File: src/rtl/rom_loader.sv
// Byte-stream to ROM word writer: packs bytes LE into 32-bit writes.
// Optional running checksum of written words: ROM_LOADER_CHECKSUM_EN.
`ifndef ROM_ADDR_WIDTH
`define ROM_ADDR_WIDTH 16
`endif
`ifndef BUS_DATA_WIDTH
`define BUS_DATA_WIDTH 32
`endif

module rom_loader #(
  parameter int ADDR_WIDTH = `ROM_ADDR_WIDTH,
  parameter int DATA_WIDTH = `BUS_DATA_WIDTH,
  parameter int LEN_WIDTH  = 16
) (
  input  logic                  clk,
  input  logic                  rst,
  input  logic                  start_i,
  input  logic                  abort_i,
  input  logic [ADDR_WIDTH-1:0] base_addr_i,
  input  logic [LEN_WIDTH-1:0]  len_i,
  input  logic                  byte_valid_i,
  input  logic [7:0]            byte_data_i,
  output logic                  byte_ready_o,
  output logic                  rom_we_o,
  output logic [ADDR_WIDTH-1:0] rom_addr_o,
  output logic [DATA_WIDTH-1:0] rom_data_o,
  output logic                  hold_o,
  output logic                  done_o,
  output logic                  err_o
`ifdef ROM_LOADER_CHECKSUM_EN
  ,
  output logic [31:0]           checksum_o
`endif
);

  localparam logic [1:0] S_IDLE    = 2'd0;
  localparam logic [1:0] S_COLLECT = 2'd1;
  localparam logic [1:0] S_WRITE   = 2'd2;
  localparam logic [1:0] S_DONE    = 2'd3;

  logic [1:0]            state;
  logic [ADDR_WIDTH-1:0] addr;
  logic [LEN_WIDTH-1:0]  len_q;
  logic [LEN_WIDTH-1:0]  wcnt;
  logic [1:0]            bcnt;
  logic [DATA_WIDTH-1:0] asm_q;
  logic                  err;
  logic                  xfer;
  logic                  wr;
  logic [ADDR_WIDTH:0]   addr_inc;
  logic [LEN_WIDTH-1:0]  wcnt_inc;

  // Abort masks every output event of the current cycle.
  assign byte_ready_o = (state == S_COLLECT) & ~abort_i;
  assign xfer         = byte_ready_o & byte_valid_i;
  assign wr           = (state == S_WRITE) & ~abort_i;
  assign rom_we_o     = wr;
  assign rom_addr_o   = addr;
  assign rom_data_o   = wr ? asm_q : '0;
  assign hold_o       = (state != S_IDLE);
  assign done_o       = (state == S_DONE) & ~abort_i;
  assign err_o        = err;

  // Carry out of the address increment flags a wrap past the ROM top.
  assign addr_inc = {1'b0, addr} + (ADDR_WIDTH+1)'(4);
  assign wcnt_inc = wcnt + LEN_WIDTH'(1);

  // Load sequencing: state, address, word count and wrap flag.
  always_ff @(posedge clk or posedge rst) begin
    if (rst) begin
      state <= S_IDLE;
      addr  <= '0;
      len_q <= '0;
      wcnt  <= '0;
      err   <= 1'b0;
    end else if (abort_i) begin
      state <= S_IDLE;
    end else begin
      unique case (state)
        S_IDLE: begin
          if (start_i) begin
            addr  <= {base_addr_i[ADDR_WIDTH-1:2], 2'b00};
            len_q <= len_i;
            wcnt  <= '0;
            err   <= 1'b0;
            state <= (len_i == '0) ? S_DONE : S_COLLECT;
          end
        end
        S_COLLECT: begin
          if (xfer && bcnt == 2'd3) state <= S_WRITE;
        end
        S_WRITE: begin
          addr <= addr_inc[ADDR_WIDTH-1:0];
          if (addr_inc[ADDR_WIDTH]) err <= 1'b1;
          wcnt  <= wcnt_inc;
          state <= (wcnt_inc == len_q) ? S_DONE : S_COLLECT;
        end
        S_DONE: state <= S_IDLE;
        default: state <= S_IDLE;
      endcase
    end
  end

  // Little-endian byte packing; partial words are dropped on abort.
  always_ff @(posedge clk or posedge rst) begin
    if (rst) begin
      bcnt  <= '0;
      asm_q <= '0;
    end else if (abort_i) begin
      bcnt  <= '0;
      asm_q <= '0;
    end else if (xfer) begin
      asm_q[{bcnt, 3'b000} +: 8] <= byte_data_i;
      bcnt <= bcnt + 2'd1;
    end else if (wr) begin
      asm_q <= '0;
    end
  end

`ifdef ROM_LOADER_CHECKSUM_EN
  logic [31:0] sum;

  assign checksum_o = sum;

  // Running modulo-2^32 sum of every word written in this load.
  always_ff @(posedge clk or posedge rst) begin
    if (rst) begin
      sum <= '0;
    end else if (!abort_i && state == S_IDLE && start_i) begin
      sum <= '0;
    end else if (wr) begin
      sum <= sum + asm_q[31:0];
    end
  end
`endif

endmodule

File: config.mk
export PLATFORM = sky130hd
export DESIGN_NAME = rom_loader
export DESIGN_NICKNAME = d
export VERILOG_FILES = /design/src/rtl/rom_loader.sv
export SDC_FILE = /design/constraint.sdc
export NUM_CORES = 1
export LEC_CHECK = 0
export ABC_AREA = 1
export BUFFER_PORTS_ARGS = -buffer_cell sky130_fd_sc_hd__buf_2
export CAP_MARGIN = 10
export CORE_MARGIN = 2
export CORE_UTILIZATION = 59
export CTS_CLUSTER_DIAMETER = 100
export CTS_CLUSTER_SIZE = 12
export DETAILED_ROUTE_END_ITERATION = 8
export PLACE_DENSITY = 0.87
export REMOVE_ABC_BUFFERS = 1
export SYNTH_ARGS = -nofsm -noshare
export SYNTH_HDL_FRONTEND = slang
export SYNTH_SLANG_ARGS = --single-unit
export TNS_END_PERCENT = 5
File: constraint.sdc
create_clock -name clk -period 4 [get_ports clk]
set_clock_uncertainty 0.2 [all_clocks]
set_input_delay 0 -clock clk [delete_from_list [all_inputs] [get_ports clk]]
set_output_delay 0 -clock clk [all_outputs]
set_load 0.1 [all_outputs]
==> metrics.log, run 1 <==
[metrics] category of the most critical setup path: flop to output pin
[metrics] maximum number of pins on one net before global-route repair: 57
[metrics] unique cell type count in the Yosys netlist: 38
[metrics] number of iterations in the first detailed-routing pass: 4
[metrics] delay contributed by the slowest stage of the critical path: 0.47 ns
[metrics] antenna violations before repair: 0
[metrics] post-route DRC violation count: 0
[metrics] Final Wtd Congestion: 0.905
[metrics] Hold/Removal Path Class: primary input to async pin
[metrics] register-to-register setup slack: 1.11 ns
[metrics] largest fanout on the critical path: 43
[metrics] peak supply drop: 0.319 mV
[metrics] run status: completed
[metrics] top cell family by delay on the critical path: buffers and inverters
[metrics] Remaining Overflow, GRT: 0
[metrics] endpoint of the worst setup timing path: rom_data_o[0]
[metrics] initial DRC count: 345
[metrics] Stages on worst setup path: 7
[metrics] via count of the first global-routing pass: 4730
[metrics] total count of max-transition violations in the final report: 0
[metrics] Switch Pwr: 1.60 mW
[metrics] clock buffer count from CTS: 9
[metrics] worst flop-to-flop path startpoint: state[1]
[metrics] sequential fraction of the synthesis area: 0.444
[metrics] internal portion of total power: 1.68 mW
[metrics] CP Data Required Time: 3.80 ns
[metrics] EDFF count, synth: 0
[metrics] power density over the cells: 561 mW/mm^2
[metrics] mapped cell area: 0.00468 mm^2
[metrics] portion of total power attributed to sequential cells: 0.355
[metrics] worst slew pin tran: 0.981 ns
[metrics] static leakage: 2.85 nW
[metrics] count of buffer and inverter cells on the critical path: 4
[metrics] floorplan row count: 32
[metrics] maximum clock frequency: 338 MHz
[metrics] share of the cycle needed by the critical path after routing: 0.740
[metrics] IO Count: 98
[metrics] wire length of the first global-routing pass: 21.6 mm
[metrics] total setup violations reported at the end of the flow: 0
[metrics] post-detailed-route via-to-cell ratio: 5.55
[metrics] Area growth syn-to-layout: 25.2%
[metrics] clk buf depth: 2
[metrics] RSZ-0062 raised after global routing: no
[metrics] number of levels the H-tree was split into: 3
[metrics] cell with the biggest individual delay on the critical path: buf_2
[metrics] fraction of layout instances using a drive strength above 1: 0.183
[metrics] Die Span Y: 93.0 um
[metrics] cell chosen for the clock root: clkbuf_8
[metrics] switching portion of total power: 0.487
[metrics] Yosys warning count: 0
[metrics] core area: 0.00769 mm^2
[metrics] worst hold slack across all endpoints: 0.157 ns
[metrics] Filler Cells Inserted: 566
[metrics] clock slew at the register clock pins of the worst setup and hold paths: 0.10 ns
[metrics] endpoint of the lowest-slack register-to-register path: rom_addr_o[12]
[metrics] CTS tree: yes
[metrics] portion of total power attributed to the clock network: 0.209
[metrics] TritonCTS Sinks: 83
[metrics] CP cell instances: inv_1, nand2_1, buf_4, nor2_2, inv_2, nor2_1, buf_2
[metrics] area of the die: 0.00866 mm^2
[metrics] post-synthesis instance total: 629
[metrics] wire per inst: 14.9 um
[metrics] final hold violation count: 0
[metrics] count of vias placed by the detailed router: 4827
[metrics] post-detailed-route count of antenna-violating nets: 0
[metrics] launch point of the worst path: state[0]
[metrics] total negative slack for setup checks: 0 ns
[metrics] NumNets Final: 814
[metrics] total placed instance area: 0.00520 mm^2
[metrics] HPWL after DPL: 8.64 mm
[metrics] post-synthesis async set-or-reset flop share: 1.00
[metrics] Final Non-Filler Cells: 869
[metrics] Antenna Cells: 0
[metrics] max_cap viols: 0
[metrics] insertion delay to the later sink of the worst-skew pair: 0.37 ns
[metrics] number of placed instances, taps included: 810
[metrics] Combinational Power Share: 0.436
[metrics] critical path arrival: 2.76 ns
[metrics] final wirelength: 13.0 mm
[metrics] shortest clock period the worst path allows after layout: 2.96 ns
[metrics] count of input and output buffers: 93
[metrics] number of cell instances on the worst register-to-register path: 9
[metrics] dominant register cell in the synthesized netlist: dfrtp_1
[metrics] category of the worst setup path capture point: output pin
[metrics] Synth Area per Inst: 7.44 um^2
[metrics] startpoint kind of the worst setup timing path: flop
[metrics] post-synthesis sequential element count: 83
[metrics] initial standard-cell utilization of the core: 0.608
[metrics] Die Span X: 93.0 um
[metrics] Final Instance Area: 0.00586 mm^2
[metrics] max-slew headroom at the worst pin: 0.346
[metrics] total routing usage reported by global routing: 0.314
==> power groups by stage <==
stage | sequential (mW) | clock (mW) | combinational, mW
floorplan | 1.64 | 0 | 0.613
global placement | 1.16 | 0 | 1.35
detailed placement | 1.17 | 0 | 1.38
CTS | 1.16 | 0.688 | 1.42
global route | 1.19 | 0.724 | 1.54
finish | 1.17 | 0.688 | 1.43
==> registers in the layout, summed over array words and instances, names as in the netlist <==
signal      flops
asm_q          32
len_q          16
wcnt           16
rom_addr_o     14
bcnt            2
state           2
err_o           1
==> final cells by class <==
type / instances / area (um^2) / area share
Timing Repair Buffer: 139 / 918 / 0.157
Tap cell: 102 / 128 / 0.0218
Inverter: 119 / 448 / 0.0765
Sequential cell: 83 / 2080 / 0.355
Clock inverter: 7 / 100 / 0.0171
Clock buffer: 9 / 124 / 0.0212
Multi-Input combinational cell: 410 / 2060 / 0.352
==> metal layers <==
| layer | global-route usage | vias to the layer above | wire length, um | share of wire |
|---|---|---|---|---|
| li1 | - | 2291 | - | - |
| met1 | 0.379 | 2291 | 5070 | 0.39 |
| met2 | 0.557 | 213 | 6740 | 0.52 |
| met3 | 0.0709 | 32 | 846 | 0.065 |
| met4 | 0.100 | 0 | 312 | 0.024 |
| met5 | 0 | - | 0 | 0 |
==> worst min-delay path by stage <==
stage	depth (start not counted)	from	slack, ns	endpoint
floorplan	1	abort_i	-0.08	byte_ready_o
global placement	2	rst	0.03	rom_addr_o[6]
detailed placement	3	len_i[5]	0.03	len_q[5]
CTS	4	len_i[11]	0.19	len_q[11]
global route	3	rst	0.23	asm_q[21]
finish	3	rst	0.16	asm_q[21]
==> cells by family after synthesis <==
logic type	synth area share
and+or+nand+nor	0.273
buffers and inverters	0.116
AOI/OAI and AO/OA	0.138
DFF	0.444
adders and majority gates	0.0187
xor gates and xnor gates	0.00749
other	0.000802
muxes	0.00241
==> Yosys cell counts (all sizes together) (2+ instances only) <==
| master | number | share of area |
|---|---|---|
| a21oi | 14 | 0.015 |
| dfrtp | 83 | 0.44 |
| clkbuf | 9 | 0.0072 |
| o211ai | 2 | 0.0032 |
| xor2 | 3 | 0.0056 |
| ha | 7 | 0.019 |
| nor2 | 81 | 0.076 |
| o41ai | 2 | 0.0037 |
| o21ai | 49 | 0.053 |
| o32ai | 12 | 0.022 |
| buf | 9 | 0.013 |
| nand3 | 45 | 0.049 |
| nor3 | 5 | 0.0088 |
| inv | 118 | 0.095 |
| nand4 | 14 | 0.019 |
| nand2 | 138 | 0.11 |
| nor4 | 4 | 0.0053 |
| o22ai | 25 | 0.033 |
==> what timing repair did <==
item                      in CTS  in global routing
hold buffers                  43                  0
hold endpoints to repair     121                  0
setup buffers                  0                  0
gates resized for setup        0                  0
==> metrics by stage <==
stage | total power [mW] | utilization | worst slack (ns)
floorplan | 2.25 | - | 0.0653
global placement | 2.51 | 0.677 | 1.25
detailed placement | 2.55 | 0.677 | 1.13
CTS | 3.27 | 0.762 | 1.11
global route | 3.45 | 0.762 | 0.854
finish | 3.28 | 0.762 | 1.04
==> placed cells by master, fill, tap and decap left out, types with 5 or more instances in the layout <==
| cell type | synthesis | final |
|---|---|---|
| a21oi_1 | 14 | 14 |
| buf_2 | 5 | 93 |
| clkbuf_8 | 0 | 9 |
| dfrtp_1 | 83 | 83 |
| dlygate4sd3_1 | 0 | 43 |
| ha_1 | 7 | 7 |
| inv_1 | 114 | 113 |
| nand2_1 | 133 | 133 |
| nand2_2 | 5 | 5 |
| nand3_1 | 44 | 44 |
| nand4_1 | 14 | 14 |
| nor2_1 | 69 | 69 |
| nor2_2 | 8 | 8 |
| o21ai_0 | 41 | 41 |
| o21ai_1 | 7 | 7 |
| o22ai_1 | 25 | 25 |
| o32ai_1 | 12 | 12 |
==> worst min-delay path: cells and delay by family <==
| family | cells | cell delay, ns |
|---|---|---|
| buf+inv | 3 | 1.28 |
Power figures use the tool's default switching activity.
==> run 2: changes to the inputs <==
--- a/config.mk
+++ b/config.mk
@@ -9,11 +9,11 @@
 export BUFFER_PORTS_ARGS = -buffer_cell sky130_fd_sc_hd__buf_2
 export CAP_MARGIN = 10
 export CORE_MARGIN = 2
-export CORE_UTILIZATION = 59
+export CORE_UTILIZATION = 50
 export CTS_CLUSTER_DIAMETER = 100
 export CTS_CLUSTER_SIZE = 12
 export DETAILED_ROUTE_END_ITERATION = 8
-export PLACE_DENSITY = 0.87
+export PLACE_DENSITY = 0.79
 export REMOVE_ABC_BUFFERS = 1
 export SYNTH_ARGS = -nofsm -noshare
 export SYNTH_HDL_FRONTEND = slang
==> constraint.sdc (replaced) <==
create_clock -name clk -period 2.5 [get_ports clk]
set_clock_uncertainty 0.2 [all_clocks]
set_input_delay 0 -clock clk [delete_from_list [all_inputs] [get_ports clk]]
set_output_delay 0 -clock clk [all_outputs]
set_load 0.1 [all_outputs]
==> run 2 against run 1 <==
Effect of this change:
- final area grew 8.5%
- clock-buffer cell count increased by 2
- setup slack worse by 0.91 ns
- final cell count increased by 1.2%
- highest routed layer unchanged
- critical path depth did not move
- die area is 17% higher
- critical endpoint is now rom_data_o[7]
==> metrics.log, run 2 (synthesized netlist as in run 1, its figures left out) <==
[metrics] run status: completed
[metrics] count of vias placed by the detailed router: 4844 (+0.35%)
[metrics] leading cell type in the layout, fill and taps excluded: nand2_1
[metrics] count of input and output buffers: 93 (unchanged)
[metrics] CTS tree: yes
[metrics] share of the cycle needed by the critical path after routing: 0.948
[metrics] Hold/Removal Path Class: primary input to async pin
[metrics] HPWL after DPL: 8.92 mm (+3.2%)
[metrics] IO Count: 98 (unchanged)
[metrics] number of levels the H-tree was split into: 3 (unchanged)
[metrics] maximum number of pins on one net before global-route repair: 84 (+47%)
[metrics] CP cell instances: inv_1, nand2_1, nor2_2, buf_4, inv_2, nor2_1, buf_12
[metrics] number of iterations in the first detailed-routing pass: 5 (+1)
[metrics] worst slew pin tran: 0.756 ns (-0.225 ns)
[metrics] total count of max-transition violations in the final report: 0 (unchanged)
[metrics] maximum clock frequency: 422 MHz
[metrics] Die Span X: 101 um (+8.3%)
[metrics] antenna violations before repair: 0 (unchanged)
[metrics] area of the die: 0.0101 mm^2 (+17%)
[metrics] Worst Slack Setup Final: 0.129 ns (-0.912 ns)
[metrics] Remaining Overflow, GRT: 0 (unchanged)
[metrics] cell with the biggest individual delay on the critical path: dfrtp_1
[metrics] initial standard-cell utilization of the core: 0.511 (-0.0974)
[metrics] Final Wtd Congestion: 0.900 (-0.52%)
[metrics] count of buffer and inverter cells on the critical path: 4 (unchanged)
[metrics] initial DRC count: 317 (-8.1%)
[metrics] NumNets Final: 815 (+0.12%)
[metrics] shortest clock period the worst path allows after layout: 2.37 ns
[metrics] cell chosen for the clock root: clkbuf_8
[metrics] floorplan row count: 35 (+9.4%)
[metrics] peak supply drop: 0.519 mV (+63%)
[metrics] clock buffer count from CTS: 9 (unchanged)
[metrics] TritonCTS Sinks: 83 (unchanged)
[metrics] max-slew headroom at the worst pin: 0.495 (+0.149)
[metrics] via count of the first global-routing pass: 4862 (+2.8%)
[metrics] Area growth syn-to-layout: 35.9%
[metrics] number of placed instances, taps included: 821 (+1.4%)
[metrics] max_cap viols: 0 (unchanged)
[metrics] largest fanout on the critical path: 43 (unchanged)
[metrics] top cell family by delay on the critical path: buffers and inverters
[metrics] delay contributed by the slowest stage of the critical path: 0.38 ns (-0.09 ns)
[metrics] static leakage: 2.93 nW (+3.0%)
[metrics] post-detailed-route via-to-cell ratio: 5.51 (-0.79%)
[metrics] total routing usage reported by global routing: 0.264 (-0.0495)
[metrics] insertion delay to the later sink of the worst-skew pair: 0.35 ns (-0.02 ns)
[metrics] post-layout utilization of the core: 0.694 (-0.0673)
[metrics] startpoint kind of the worst setup timing path: flop
[metrics] switching portion of total power: 0.483 (-0.00434)
[metrics] Switch Pwr: 2.52 mW (+57%)
[metrics] max reg flops: 32 (unchanged)
[metrics] Regs by FF count: asm_q: 32 flops, len_q: 16 flops, wcnt: 16 flops
[metrics] core area: 0.00915 mm^2 (+19%)
[metrics] pre-CTS worst setup slack: 0.361 ns (-0.770 ns)
[metrics] clk buf depth: 2 (unchanged)
[metrics] wire length of the first global-routing pass: 21.6 mm (about the same)
[metrics] Final Non-Filler Cells: 879 (+1.2%)
[metrics] power density over the cells: 820 mW/mm^2 (+46%)
[metrics] internal portion of total power: 2.70 mW (+60%)
[metrics] sum of met3 wire segment lengths after detailed routing: 797 um (-5.8%)
[metrics] Stages on worst setup path: 7 (unchanged)
[metrics] top metal layer carrying routed signals: met4
[metrics] Combinational Power Share: 0.442 (+0.006)
[metrics] CP Data Required Time: 2.30 ns (-1.50 ns)
[metrics] critical path arrival: 2.17 ns (-0.59 ns)
[metrics] top library cells by usage in the layout, fill and taps aside: nand2_1 (133), inv_1 (113), dfrtp_1 (83)
[metrics] clock slew at the register clock pins of the worst setup and hold paths: 0.08 ns (-0.02 ns)
[metrics] Die Span Y: 101 um (+8.3%)
[metrics] portion of total power attributed to the clock network: 0.200 (-0.009)
[metrics] routed metal-1 wire length: 5.32 mm (+4.9%)
[metrics] category of the worst setup path capture point: output pin
[metrics] final hold violation count: 0 (unchanged)
[metrics] category of the most critical setup path: flop to output pin
[metrics] Antenna Cells: 0 (unchanged)
[metrics] final wirelength: 13.1 mm (+0.65%)
[metrics] Filler Cells Inserted: 677 (+20%)
[metrics] RSZ-0062 raised after global routing: yes
[metrics] portion of total power attributed to sequential cells: 0.357 (+0.002)
[metrics] post-detailed-route count of antenna-violating nets: 0 (unchanged)
[metrics] met2 wire length: 6.61 mm (-1.9%)
[metrics] Biggest register: asm_q
[metrics] post-route DRC violation count: 0 (unchanged)
[metrics] fraction of layout instances using a drive strength above 1: 0.182 (-0.000238)
[metrics] wire per inst: 14.8 um (-0.50%)
[metrics] number of cell instances on the worst register-to-register path: 12 (+3)
[metrics] total setup violations reported at the end of the flow: 0 (unchanged)
==> run 2: layer usage <==
metal	track usage	up-vias
met1	0.328	2304
met4	0.109	0
met2	0.458	208
li1	-	2297
met3	0.0423	35
met5	0	-
==> run 2: repair_timing <==
action	4_1_cts	5_1_grt
hold buffers	42	0
setup buffers	0	0
endpoints found under the setup margin	0	4
hold endpoints to repair	149	0
resized for setup	0	0
==> run 2: per-stage QoR <==
step | power [mW] | setup TNS [ns] | hold WS (ns) | cell area (um^2)
after floorplan | 3.60 | -75.20 | -0.0830 | 4580
after global routing | 5.47 | -0.0229 | 0.129 | 6360
after CTS | 5.18 | 0 | 0.0933 | 6360
after detailed placement | 4.10 | 0 | -0.0743 | 5730
final | 5.21 | 0 | 0.0710 | 6360
after global placement | 4.04 | 0 | -0.0737 | 5730
==> run 2: final timing paths <==
kind                          startpoint             end  slack [ns]
min reg2reg                    asm_q[24]       asm_q[24]        0.30
min                                  rst        asm_q[5]        0.07
max reg2reg                rom_addr_o[2]  rom_addr_o[14]        0.25
max                             state[0]   rom_data_o[7]        0.13
max in group asynchronous            rst         wcnt[6]        1.67
min in group clk                len_i[1]        len_q[1]        0.22
==> run 2: cell type report <==
cell class,count,area [um^2],area share
clock inverter,5,77.6,0.0122
sequential,83,2080,0.327
tap,111,139,0.0219
clock buffer,11,131,0.0207
multi-input combinational,410,2070,0.325
inverter,119,448,0.0705
timing repair buffer,140,1420,0.223
==> run 2: tightest hold or removal path, stage by stage <==
cell and delay, ns:
dlygate4sd3_1 0.53, buf_2 0.12, clkinv_2 0.05, buf_12 0.35
==> run 2: power by group through the flow <==
stage	Clock (mW)	Combinational, mW	Sequential [mW]
2_1_floorplan	0	0.981	2.62
3_3_place_gp	0	2.18	1.86
3_5_place_dp	0	2.23	1.88
4_1_cts	1.05	2.28	1.85
5_1_grt	1.10	2.49	1.89
6_report	1.04	2.31	1.86
